==> config.mk <==
export PLATFORM = sky130hd
export DESIGN_NAME = mips_multicycle_ctrl
export DESIGN_NICKNAME = d
export VERILOG_FILES = /design/src/rtl/mips_ctrl_pkg.sv /design/src/rtl/mips_ctrl_decode.sv /design/src/rtl/mips_multicycle_ctrl.sv
export SDC_FILE = /design/constraint.sdc
export NUM_CORES = 1
export LEC_CHECK = 0
export ABC_CLOCK_PERIOD_IN_PS = 1450
export CAP_MARGIN = 5
export CORE_MARGIN = 10
export CORE_UTILIZATION = 34
export DETAILED_ROUTE_END_ITERATION = 16
export GPL_TIMING_DRIVEN = 1
export PLACE_DENSITY = 0.74
export SETUP_SLACK_MARGIN = 0.2
export SYNTH_ARGS = -nofsm -noshare
export SYNTH_HDL_FRONTEND = slang
export SYNTH_HIERARCHICAL = 1
export SYNTH_SLANG_ARGS = --single-unit
==> constraint.sdc <==
create_clock -name clk -period 1.45 [get_ports clk]
set_input_delay 0.2175 -clock clk [delete_from_list [all_inputs] [get_ports clk]]
set_output_delay 0.2175 -clock clk [all_outputs]
set_load 0.02 [all_outputs]
==> src/rtl/mips_ctrl_pkg.sv <==
// Shared encodings for the multicycle MIPS control unit: states, opcodes and datapath mux selects.
// MIPS_CTRL_JUMP_EN adds the JUMP state and makes opcode 000010 legal.
package mips_ctrl_pkg;

  typedef enum logic [3:0] {
    S_IDLE   = 4'd0,
    S_FETCH  = 4'd1,
    S_DECODE = 4'd2,
    S_MEMADR = 4'd3,
    S_MEMRD  = 4'd4,
    S_MEMWB  = 4'd5,
    S_MEMWR  = 4'd6,
    S_RTYPE  = 4'd7,
    S_ALUWB  = 4'd8,
    S_BEQ    = 4'd9,
    S_ADDIEX = 4'd10,
    S_ADDIWB = 4'd11
`ifdef MIPS_CTRL_JUMP_EN
    ,
    S_JUMP   = 4'd12
`endif
  } state_t;

  localparam logic [5:0] OP_RTYPE = 6'b000000;
  localparam logic [5:0] OP_LW    = 6'b100011;
  localparam logic [5:0] OP_SW    = 6'b101011;
  localparam logic [5:0] OP_BEQ   = 6'b000100;
  localparam logic [5:0] OP_ADDI  = 6'b001000;
  localparam logic [5:0] OP_J     = 6'b000010;

  localparam logic [1:0] ALUOP_ADD   = 2'b00;
  localparam logic [1:0] ALUOP_SUB   = 2'b01;
  localparam logic [1:0] ALUOP_FUNCT = 2'b10;

  localparam logic [1:0] SRCB_B      = 2'd0;
  localparam logic [1:0] SRCB_FOUR   = 2'd1;
  localparam logic [1:0] SRCB_IMM    = 2'd2;
  localparam logic [1:0] SRCB_IMM_SH = 2'd3;

  localparam logic [1:0] PCSRC_ALU    = 2'd0;
  localparam logic [1:0] PCSRC_ALUOUT = 2'd1;
  localparam logic [1:0] PCSRC_JUMP   = 2'd2;

endpackage

==> src/rtl/mips_ctrl_decode.sv <==
// Combinational control decode: Moore outputs from state, plus FETCH handshake and BEQ zero terms.
// Zero latency; memory stalls are handled by the state register holding FETCH/MEMRD/MEMWR.
module mips_ctrl_decode
  import mips_ctrl_pkg::*;
(
  input  state_t     state,
  input  logic       mem_ready,
  input  logic       zero,
  output logic       pc_en,
  output logic       ior_d,
  output logic       mem_read,
  output logic       mem_write,
  output logic       ir_write,
  output logic       reg_dst,
  output logic       mem_to_reg,
  output logic       reg_write,
  output logic       alu_src_a,
  output logic [1:0] alu_src_b,
  output logic [1:0] alu_op,
  output logic [1:0] pc_src
);

  logic pc_write;
  logic branch;

  always_comb begin
    pc_write   = 1'b0;
    branch     = 1'b0;
    ior_d      = 1'b0;
    mem_read   = 1'b0;
    mem_write  = 1'b0;
    ir_write   = 1'b0;
    reg_dst    = 1'b0;
    mem_to_reg = 1'b0;
    reg_write  = 1'b0;
    alu_src_a  = 1'b0;
    alu_src_b  = SRCB_B;
    alu_op     = ALUOP_ADD;
    pc_src     = PCSRC_ALU;
    case (state)
      S_FETCH: begin
        // IR and PC only load on the cycle the fetch actually completes
        mem_read  = 1'b1;
        alu_src_b = SRCB_FOUR;
        ir_write  = mem_ready;
        pc_write  = mem_ready;
      end
      S_DECODE: begin
        alu_src_b = SRCB_IMM_SH;
      end
      S_MEMADR, S_ADDIEX: begin
        alu_src_a = 1'b1;
        alu_src_b = SRCB_IMM;
      end
      S_MEMRD: begin
        ior_d    = 1'b1;
        mem_read = 1'b1;
      end
      S_MEMWB: begin
        reg_write  = 1'b1;
        mem_to_reg = 1'b1;
      end
      S_MEMWR: begin
        ior_d     = 1'b1;
        mem_write = 1'b1;
      end
      S_RTYPE: begin
        alu_src_a = 1'b1;
        alu_op    = ALUOP_FUNCT;
      end
      S_ALUWB: begin
        reg_write = 1'b1;
        reg_dst   = 1'b1;
      end
      S_BEQ: begin
        alu_src_a = 1'b1;
        alu_op    = ALUOP_SUB;
        pc_src    = PCSRC_ALUOUT;
        branch    = 1'b1;
      end
      S_ADDIWB: begin
        reg_write = 1'b1;
      end
`ifdef MIPS_CTRL_JUMP_EN
      S_JUMP: begin
        pc_write = 1'b1;
        pc_src   = PCSRC_JUMP;
      end
`endif
      default: ;
    endcase
  end

  assign pc_en = pc_write | (branch & zero);

endmodule

==> src/rtl/mips_multicycle_ctrl.sv <==
// Multicycle MIPS control unit: state register and next-state logic; one instruction at a time.
// Stalls in FETCH/MEMRD/MEMWR until mem_ready; MIPS_CTRL_JUMP_EN enables the j instruction.
module mips_multicycle_ctrl
  import mips_ctrl_pkg::*;
(
  input  logic       clk,
  input  logic       rst_n,
  input  logic [5:0] opcode,
  input  logic       zero,
  input  logic       mem_ready,
  output logic       pc_en,
  output logic       ior_d,
  output logic       mem_read,
  output logic       mem_write,
  output logic       ir_write,
  output logic       reg_dst,
  output logic       mem_to_reg,
  output logic       reg_write,
  output logic       alu_src_a,
  output logic [1:0] alu_src_b,
  output logic [1:0] alu_op,
  output logic [1:0] pc_src,
  output logic       illegal_op,
  output logic [3:0] state
);

  state_t state_q;
  state_t state_d;

  always_ff @(posedge clk or negedge rst_n) begin
    if (!rst_n) state_q <= S_IDLE;
    else        state_q <= state_d;
  end

  always_comb begin
    state_d    = S_IDLE;
    illegal_op = 1'b0;
    case (state_q)
      S_IDLE:   state_d = S_FETCH;
      S_FETCH:  state_d = mem_ready ? S_DECODE : S_FETCH;
      S_DECODE: begin
        case (opcode)
          OP_LW, OP_SW: state_d = S_MEMADR;
          OP_RTYPE:     state_d = S_RTYPE;
          OP_BEQ:       state_d = S_BEQ;
          OP_ADDI:      state_d = S_ADDIEX;
`ifdef MIPS_CTRL_JUMP_EN
          OP_J:         state_d = S_JUMP;
`endif
          default: begin
            state_d    = S_FETCH;
            illegal_op = 1'b1;
          end
        endcase
      end
      S_MEMADR: state_d = (opcode == OP_LW) ? S_MEMRD : S_MEMWR;
      S_MEMRD:  state_d = mem_ready ? S_MEMWB : S_MEMRD;
      S_MEMWB:  state_d = S_FETCH;
      S_MEMWR:  state_d = mem_ready ? S_FETCH : S_MEMWR;
      S_RTYPE:  state_d = S_ALUWB;
      S_ALUWB:  state_d = S_FETCH;
      S_BEQ:    state_d = S_FETCH;
      S_ADDIEX: state_d = S_ADDIWB;
      S_ADDIWB: state_d = S_FETCH;
`ifdef MIPS_CTRL_JUMP_EN
      S_JUMP:   state_d = S_FETCH;
`endif
      default:  state_d = S_IDLE;
    endcase
  end

  assign state = state_q;

  mips_ctrl_decode u_decode (
    .state      (state_q),
    .mem_ready  (mem_ready),
    .zero       (zero),
    .pc_en      (pc_en),
    .ior_d      (ior_d),
    .mem_read   (mem_read),
    .mem_write  (mem_write),
    .ir_write   (ir_write),
    .reg_dst    (reg_dst),
    .mem_to_reg (mem_to_reg),
    .reg_write  (reg_write),
    .alu_src_a  (alu_src_a),
    .alu_src_b  (alu_src_b),
    .alu_op     (alu_op),
    .pc_src     (pc_src)
  );

endmodule

==> flow_summary.json, run 1 <==
{
  "status": "finished, violations left",
  "violations": "negative setup slack",
  "drv_cap": 0,
  "area_delta_synth_final_pct": 128,
  "synthFlopType": "dfrtp_1",
  "final_max_slew_viol_count": 0,
  "fmax_mhz": 604,
  "cts.sinks": 4,
  "ys_ff_latch": 4,
  "critPathKind": "reg -> out",
  "crit_path_start": "state[0]",
  "finalSetupViolCount": 12,
  "routabilityCongestion": 0.790,
  "crit_required_ns": 1.23,
  "layout-drive-gt1-share": 0.692,
  "final_nets": 145,
  "fin_crit_sh": 1.14,
  "clk_pin_slew_worst_paths_ns": 0.04,
  "postCtsHoldBufs": 0,
  "cts_inserted_buffers": 3,
  "synth_edf_count": 0,
  "ys_seq_area_frac": 0.177,
  "start_kind": "register",
  "coreArea_um2": 1540,
  "dp.final_hpwl_um": 1460,
  "ys_async_sr_fraction": 1.00,
  "grt_pass1_vias": 758,
  "cts.path.max_buffers": 2,
  "grt_usage": 0.115,
  "route.detailed.drc": 0,
  "n_fill_cell": 96,
  "grt_pass1_wl_um": 3440,
  "met2_length_um": 1100,
  "pin_count": 30,
  "wl_met3_um": 306,
  "finalHoldViolations": 0,
  "io_buffer_count": 28,
  "die_height_um": 60.8,
  "power_leakage_nw": 0.586,
  "yosysWarnings": 6,
  "wl_um": 2360,
  "rsz0062_at_grt": "yes",
  "grt-ovfl-total": 0,
  "cts-root-buf": "clkbuf_4",
  "setup_ws_ns": -0.206,
  "hold_slack_ns": 0.185,
  "synth_common_cells": "nor2_1, nand2b_1, buf_4, dfrtp_1, nor3_1",
  "fp.dieW_um": 60.8,
  "arrival_ns": 1.44,
  "synth_top_cell_by_area": "dfrtp_1",
  "r2r_cells": 4,
  "end_kind": "output pin",
  "ir_drop_mv": 0.809,
  "synth_most_common_cell": "nor2_1",
  "wl_per_cell_um": 15.8,
  "grt_max_degree": 14,
  "largest_reg_flops": 4,
  "vias": 809,
  "syn_area_um2": 567,
  "dieArea_um2": 3700,
  "synth.distinct_cells": 40,
  "synth_top_area_share": 0.177,
  "top_layer_used": "met4",
  "syn_inst": 72,
  "hp-class": "in -> async",
  "synth.avg_cell_area_um2": 7.87,
  "drt_iter0_drc": 28,
  "insertion_delay_ns": 0.23,
  "syn-num-nets": 82,
  "first_pass_iters": 4,
  "cp_max_fo": 3,
  "ant_nets": 0,
  "cts_tree": "yes",
  "finClkSkew_ns": 0.00280,
  "fin_crit_ns": 1.66,
  "antenna_found_initial": 0,
  "rr_startpoint": "state[0]",
  "final_util": 0.837,
  "diodes": 0,
  "num_rows": 14,
  "via_per_inst": 5.43,
  "initial_core_util": 0.368,
  "synthTopCellsByArea": "dfrtp_1, nand2b_1, buf_4",
  "htreeDepth": 1,
  "drt-met1-wl_um": 916,
  "pwr_density_cell_nw_per_um2": 1660
}
-- what timing repair did --
| action | 4_1_cts | 5_1_grt |
|---|---|---|
| gates resized for setup | 153 | 5 |
| endpoints found under the setup margin | 22 | 22 |
| pin swaps | 13 | 4 |
| buffers inserted | 14 | 4 |
| cloned | 0 | 0 |
-- critical path, cell delays in order, from the launching register on --
cell	delay [ns]
dfrtp_2	0.41
or4b_4	0.57
o211ai_4	0.09
buf_6	0.14
-- through the flow --
| step | area (um2) | power [mW] | TNS, ns | cells | setup WS, ns |
|---|---|---|---|---|---|
| 4_1_cts | 1240 | 2.03 | -1.09 | 145 | -0.211 |
| 3_3_place_gp | 1010 | 1.68 | -5.49 | 128 | -0.626 |
| 3_5_place_dp | 1010 | 1.71 | -5.78 | 128 | -0.660 |
| 5_1_grt | 1290 | 2.27 | -2.36 | 149 | -0.284 |
| 6_report | 1290 | 2.14 | -1.54 | 149 | -0.206 |
| 2_1_floorplan | 642 | 1.12 | -0.325 | 72 | -0.0750 |
-- kinds of logic (layout without fill, tap and decap cells) --
family / after synthesis / count (layout) / share of synthesized area
other: 1 / 1 / 0.00662
multiplexers: 1 / 1 / 0.0177
buffers and inverters: 11 / 72 / 0.128
AND/OR/NAND/NOR: 39 / 39 / 0.450
AO/OA/AOI/OAI: 14 / 14 / 0.190
XOR/XNOR: 2 / 2 / 0.0309
flip-flops: 4 / 4 / 0.177
-- where the power goes --
part | leakage (nW) | internal, mW | switching (mW)
registers | 0.0456 | 0.160 | 0.0469
clock network | 0.0138 | 0.0924 | 0.0427
logic | 0.526 | 0.915 | 0.878
total | 0.586 | 1.17 | 0.968
-- cell type report --
cell class / count / area [um2] / share of cell area
Timing Repair Buffer: 65 / 589 / 0.457
Multi-Input combinational cell: 57 / 538 / 0.417
Sequential cell: 4 / 105 / 0.0815
Clock buffer: 3 / 22.5 / 0.0175
Tap cell: 16 / 20.0 / 0.0155
Inverter: 4 / 15.0 / 0.0116
-- placed cells by master, fill, tap and decap left out, types with 4 or more instances in the layout --
cell type	netlist	routed
buf_2	1	4
buf_4	4	30
buf_6	2	25
dfrtp_2	0	4
nor2_1	7	5
-- final timing paths --
path,slack [ns],end
hold reg to reg,0.74,state[3]
hold / removal,0.19,state[2]
min in group clk,0.47,state[2]
max in group asynchronous,1.09,state[1]
setup reg to reg,-0.07,state[1]
setup / recovery,-0.21,reg_write
-- metal layers --
metal	GRT usage	up-vias
met4	0.0282	0
met5	0	-
li1	-	385
met3	0.0564	6
met2	0.185	44
met1	0.133	374
(Power assumes the default switching activity.)
==> run 2: changes to the inputs <==
--- a/config.mk
+++ b/config.mk
@@ -8,12 +8,11 @@
 export ABC_CLOCK_PERIOD_IN_PS = 1450
 export CAP_MARGIN = 5
 export CORE_MARGIN = 10
-export CORE_UTILIZATION = 34
+export CORE_UTILIZATION = 32
 export DETAILED_ROUTE_END_ITERATION = 16
 export GPL_TIMING_DRIVEN = 1
 export PLACE_DENSITY = 0.74
 export SETUP_SLACK_MARGIN = 0.2
 export SYNTH_ARGS = -nofsm -noshare
 export SYNTH_HDL_FRONTEND = slang
-export SYNTH_HIERARCHICAL = 1
 export SYNTH_SLANG_ARGS = --single-unit
==> flow_summary.json, run 2 <==
{
  "vias": 838,
  "syn_area_um2": 478,
  "dp_cells": 137,
  "final_nets": 144,
  "rsz0062_at_grt": "yes",
  "drt_iter0_drc": 26,
  "seqPwrFrac": 0.111,
  "setup_ws_ns": -0.146,
  "fin_crit_ns": 1.60,
  "synthFlopType": "dfrtp_1",
  "hp-class": "in -> async",
  "rr_startpoint": "state[0]",
  "synth_common_cells": "nor2_1, nand2_1, a21oi_1, nor3_1",
  "finClkSkew_ns": 0.0135,
  "cts.sinks": 4,
  "cts.path.max_buffers": 2,
  "power_frac_comb": 0.818,
  "finalHoldViolations": 0,
  "ys_seq_area_frac": 0.209,
  "clk_pin_slew_worst_paths_ns": 0.05,
  "r2r_cells": 6,
  "pwr_density_cell_nw_per_um2": 1940,
  "cts_tree": "yes",
  "syn-num-nets": 83,
  "fmax_mhz": 627,
  "ys_async_sr_fraction": 1.00,
  "coreArea_um2": 1350,
  "grt_max_degree": 13,
  "wl_um": 2800,
  "area_delta_synth_final_pct": 156,
  "place_area_um2": 1040,
  "route.detailed.drc": 0,
  "synth_edf_count": 0,
  "postCtsHoldBufs": 0,
  "ir_drop_mv": 1.34,
  "power_mw": 2.37,
  "synth.distinct_cells": 32,
  "p_int_mw": 1.23,
  "pwr-share-clk": 0.071,
  "largest_reg_flops": 4,
  "drv_cap": 0,
  "p_sw_mw": 1.13,
  "syn_inst": 73,
  "initial_core_util": 0.354,
  "power_leakage_nw": 0.541,
  "p_sw_frac": 0.479,
  "fin_crit_sh": 1.10,
  "final_common_cell": "buf_4",
  "synthTopCellsByArea": "dfrtp_1, nor2_1, nand2_1",
  "ys_ff_latch": 4,
  "n_fill_cell": 59,
  "cts_inserted_buffers": 3,
  "routabilityCongestion": 0.805,
  "ant_nets": 0,
  "pin_count": 30,
  "synth_top_cell_by_area": "dfrtp_1",
  "num_rows": 13,
  "first_pass_iters": 4,
  "cp_max_fo": 8,
  "reg2reg_slack_ns": -0.12,
  "fin_cells": 147,
  "dp.final_hpwl_um": 1680,
  "antenna_found_initial": 0,
  "arrival_ns": 1.38,
  "final_max_slew_viol_count": 0,
  "start_kind": "register",
  "synth_most_common_cell": "nor2_1",
  "wl_per_cell_um": 19.1,
  "synth.avg_cell_area_um2": 6.55,
  "rr_endpoint": "state[1]",
  "grt_usage": 0.143,
  "grt_pass1_vias": 849,
  "crit_required_ns": 1.23,
  "end_kind": "output pin",
  "io_buffer_count": 28,
  "via_per_inst": 5.70,
  "place_ws_ns": -0.769,
  "grt-ovfl-total": 0,
  "hold_slack_ns": 0.150,
  "layout-drive-gt1-share": 0.720,
  "finalSetupViolCount": 15,
  "synth_top_area_share": 0.209,
  "grt_pass1_wl_um": 3980,
  "htreeDepth": 1,
  "die_height_um": 58.6,
  "final_cell_mix": "buf_4, buf_6, nor2_4, nor2_1, clkdlybuf4s50_1",
  "fp.dieW_um": 58.6,
  "final_cell_area_um2": 1220,
  "dieArea_um2": 3440,
  "diodes": 0,
  "cts-root-buf": "clkbuf_4",
  "status": "finished, violations left",
  "violations": "negative setup slack",
  "yosysWarnings": 0,
  "insertion_delay_ns": 0.27,
  "critPathKind": "reg -> out"
}
[run 2: cell types whose count changed after synthesis, sizes merged, moves of 2 or more]
| cell | delta |
|---|---|
| o211ai | -3 |
| nor2 | +7 |
| nor3b | -2 |
| a21oi | +5 |
| nor2b | -2 |
| or3 | +2 |
| nand2b | -4 |
| nand2 | +4 |
[run 2: how the worst max path moves through the flow]
stage	start	endpoint	slack, ns	cells after the start
6_report	state[3]	reg_write	-0.15	4
5_1_grt	state[1]	alu_src_a	-0.19	4
4_1_cts	state[0]	pc_en	-0.07	6
3_5_place_dp	opcode[0]	illegal_op	-0.77	6
3_3_place_gp	opcode[0]	illegal_op	-0.71	6
2_1_floorplan	state[1]	alu_src_b[0]	0.10	5
[run 2: power by group through the flow]
stage | sequential [mW] | clock, mW | combinational [mW]
after floorplan | 0.254 | 0 | 0.893
after global placement | 0.239 | 0 | 1.55
after detailed placement | 0.239 | 0 | 1.58
after CTS | 0.243 | 0.141 | 1.69
after global routing | 0.270 | 0.168 | 2.05
final | 0.263 | 0.167 | 1.94
[run 2: worst max-delay path: stages (launching register included)]
cell and delay (ns):
dfrtp_2 0.51, inv_2 0.13, nand2_4 0.11, o22ai_2 0.23
buf_6 0.15
[run 2: layer usage]
metal,track usage,routed length (um)
met5,0,0
met4,0.0820,104
met3,0.0386,242
met2,0.264,1420
met1,0.139,1040
[run 2: per-stage QoR]
stage | util | TNS [ns]
2_1_floorplan | - | 0
3_3_place_gp | 0.770 | -4.56
3_5_place_dp | 0.770 | -4.97
4_1_cts | 0.842 | -0.426
5_1_grt | 0.905 | -2.03
6_report | 0.905 | -1.42
[run 2: cells by family (layout without fill, tap and decap cells)]
group           after synthesis  in the layout  synth area share
simple gates                 38             38             0.380
compound gates               18             18             0.254
buf+inv                      10             69             0.113
flops                         4              4             0.209
xor+xnor                      2              2            0.0367
other cells                   1              1           0.00785
[run 2: cell type report]
type                       instances  area [um2]  area share
timing repair buffer              63         573       0.469
multi-input combinational         59         487       0.398
sequential                         4         105      0.0860
clock buffer                       3        22.5      0.0184
tap                               15        18.8      0.0154
inverter                           3        16.3      0.0133
[run 2: what timing repair did]
action | 4_1_cts | 5_1_grt
endpoints found under the hold margin | 0 | 0
buffers inserted | 4 | 3
setup endpoints to repair | 23 | 22
pin swaps | 12 | 5
resized for setup | 125 | 16
==> run 3: changes to the inputs <==
--- a/config.mk
+++ b/config.mk
@@ -8,10 +8,11 @@
 export ABC_CLOCK_PERIOD_IN_PS = 1450
 export CAP_MARGIN = 5
 export CORE_MARGIN = 10
-export CORE_UTILIZATION = 32
+export CORE_UTILIZATION = 33
+export CTS_BUF_LIST = sky130_fd_sc_hd__clkbuf_8
 export DETAILED_ROUTE_END_ITERATION = 16
 export GPL_TIMING_DRIVEN = 1
-export PLACE_DENSITY = 0.74
+export PLACE_DENSITY = 0.76
 export SETUP_SLACK_MARGIN = 0.2
 export SYNTH_ARGS = -nofsm -noshare
 export SYNTH_HDL_FRONTEND = slang
==> constraint.sdc (replaced) <==
create_clock -name clk -period 1.45 [get_ports clk]
set_input_delay 0.2175 -clock clk [delete_from_list [all_inputs] [get_ports clk]]
set_output_delay 0.2175 -clock clk [all_outputs]
set_load 0.1 [all_outputs]
==> flow_summary.json, run 3 <==
{
  "synth_top_cell_by_area": "dfrtp_1",
  "pin_count": 30,
  "synth.avg_cell_area_um2": 6.55,
  "die_height_um": 58.1,
  "yosysWarnings": 0,
  "synth.distinct_cells": 32,
  "syn_inst": 73,
  "syn-num-nets": 83,
  "routabilityCongestion": 0.849,
  "ys_async_sr_fraction": 1.00,
  "fp.dieW_um": 58.1,
  "ys_seq_area_frac": 0.209,
  "synthFlopType": "dfrtp_1",
  "syn_area_um2": 478,
  "ys_ff_latch": 4,
  "synthTopCellsByArea": "dfrtp_1, nor2_1, nand2_1",
  "io_buffer_count": 28,
  "synth_top_area_share": 0.209,
  "status": "aborted with a tool error",
  "num_rows": 13,
  "synth_most_common_cell": "nor2_1",
  "synth_edf_count": 0,
  "stop_stage": "detailed placement (3_5_place_dp)",
  "initial_core_util": 0.358,
  "synth_common_cells": "nor2_1, nand2_1, a21oi_1, nor3_1",
  "error_message": "[ERROR DPL-0038] Utilization greater than 100%, impossible to legalize"
}
## run 3: metrics by stage
stage             hold slack [ns]  cells
floorplan                 -0.0781     73
global placement            0.424    136
## run 3: kinds of logic after synthesis
| kind of cell | after synthesis | share of synthesized area |
|---|---|---|
| buf+inv | 10 | 0.113 |
| flops | 4 | 0.209 |
| xor+xnor | 2 | 0.0367 |
| compound gates | 18 | 0.254 |
| simple gates | 38 | 0.380 |
| other cells | 1 | 0.00785 |
==> run 4: changes to the inputs <==
==> config.mk (replaced) <==
export PLATFORM = sky130hd
export DESIGN_NAME = mips_multicycle_ctrl
export DESIGN_NICKNAME = d
export VERILOG_FILES = /design/src/rtl/mips_ctrl_pkg.sv /design/src/rtl/mips_ctrl_decode.sv /design/src/rtl/mips_multicycle_ctrl.sv
export SDC_FILE = /design/constraint.sdc
export NUM_CORES = 1
export LEC_CHECK = 0
export ABC_CLOCK_PERIOD_IN_PS = 1900
export CAP_MARGIN = 5
export CORE_AREA = 10 10 71 73
export DETAILED_ROUTE_END_ITERATION = 16
export DIE_AREA = 0 0 81 83
export GPL_TIMING_DRIVEN = 1
export PLACE_DENSITY_LB_ADDON = 0.15
export SYNTH_ARGS = -nofsm -noshare
export SYNTH_HDL_FRONTEND = slang
export SYNTH_SLANG_ARGS = --single-unit
==> constraint.sdc (replaced) <==
create_clock -name clk -period 1.9 [get_ports clk]
set_input_delay 0.285 -clock clk [delete_from_list [all_inputs] [get_ports clk]]
set_output_delay 0.285 -clock clk [all_outputs]
set_load 0.1 [all_outputs]
==> flow_summary.json, run 4 (same netlist as run 2, synthesis figures left out) <==
{
  "wl_met3_um": 167,
  "critPathKind": "reg -> out",
  "top_layer_used": "met4",
  "crit_required_ns": 1.62,
  "coreArea_um2": 3630,
  "drt_iter0_drc": 19,
  "setup_ws_ns": 0.0750,
  "place_ws_ns": -0.0759,
  "final_cell_mix": "buf_12, buf_4, nor2_1",
  "grt_pass1_vias": 722,
  "seq_area_um2": 115,
  "rsz0062_at_grt": "no",
  "fp.dieW_um": 81,
  "grt_max_degree": 12,
  "final_nets": 121,
  "wl_per_cell_um": 12.7,
  "clk_pin_slew_worst_paths_ns": 0.03,
  "fin_crit_sh": 0.961,
  "cts_inserted_buffers": 3,
  "grt_usage": 0.0623,
  "cp_max_fo": 11,
  "finalHoldViolations": 0,
  "cts.path.max_buffers": 2,
  "fin_crit_ns": 1.82,
  "htreeDepth": 1,
  "layout-drive-gt1-share": 0.615,
  "grt_pass1_wl_um": 3460,
  "dieArea_um2": 6720,
  "diodes": 0,
  "antenna_found_initial": 0,
  "routabilityCongestion": 0.748,
  "route.detailed.drc": 0,
  "via_per_inst": 4.09,
  "pin_count": 30,
  "cts.sinks": 4,
  "met2_length_um": 976,
  "n_fill_cell": 385,
  "cts_tree": "yes",
  "drv_cap": 0,
  "finClkSkew_ns": 0.00146,
  "wl_um": 1990,
  "drt-met1-wl_um": 808,
  "first_pass_iters": 3,
  "status": "complete, no violations",
  "ant_nets": 0,
  "vias": 642,
  "end_kind": "output pin",
  "postCtsHoldBufs": 0,
  "die_height_um": 83,
  "initial_core_util": 0.132,
  "final_max_slew_viol_count": 0,
  "arrival_ns": 1.54,
  "hp-class": "in -> async",
  "insertion_delay_ns": 0.22,
  "final_common_cell": "buf_12",
  "multi_input_area_um2": 528,
  "r2r_cells": 5,
  "hold_slack_ns": 0.264,
  "finalSetupViolCount": 0,
  "num_rows": 22,
  "dp.final_hpwl_um": 1690,
  "largest_reg_flops": 4,
  "grt-ovfl-total": 0,
  "start_kind": "register",
  "area_delta_synth_final_pct": 176,
  "io_buffer_count": 28,
  "fmax_mhz": 548,
  "cts-root-buf": "clkbuf_8"
}
run 4: through the flow:
step | instances | TNS (ns) | area [um2] | util
2_1_floorplan | 73 | -0.786 | 731 | -
3_3_place_gp | 152 | -0.0580 | 1240 | 0.341
3_5_place_dp | 152 | -0.0759 | 1240 | 0.341
4_1_cts | 156 | 0 | 1310 | 0.359
5_1_grt | 157 | 0 | 1320 | 0.363
6_report | 157 | 0 | 1320 | 0.363
run 4: critical path: stages (launching register included):
cell and delay (ns):
dfrtp_4 0.58, inv_8 0.11, nand2_8 0.07, and2_4 0.16, nor3_4 0.21, buf_12 0.20
run 4: repair_timing:
item,4_1_cts,5_1_grt
resized for setup,8,2
endpoints found under the setup margin,1,3
buffers inserted,1,1
pin swaps,4,0
cloned,0,0
run 4: final timing paths:
check | start | to | slack [ns]
hold reg to reg | state[2] | state[0] | 0.67
setup reg to reg | state[0] | state[1] | 0.35
setup / recovery | state[1] | alu_src_b[0] | 0.08
min in group clk | state[2] | state[0] | 0.67
hold / removal | rst_n | state[2] | 0.26
max in group asynchronous | rst_n | state[0] | 1.46
run 4: cell type report:
type | instances | share of cell area
repair buffers | 40 | 0.422
multi-input cells | 59 | 0.400
flip-flops and latches | 4 | 0.0872
well taps | 48 | 0.0455
clock buffers | 3 | 0.0313
inverters | 3 | 0.0142
run 4: layer usage:
metal | track usage | vias to the layer above
li1 | - | 328
met1 | 0.0676 | 288
met2 | 0.105 | 21
met3 | 0.0205 | 5
met4 | 0.0282 | 0
met5 | 0 | -
Power of run 4 is left out: the tool's default activity adds up to more than one toggle a clock period on the data nets, which glitch-free logic cannot reach.
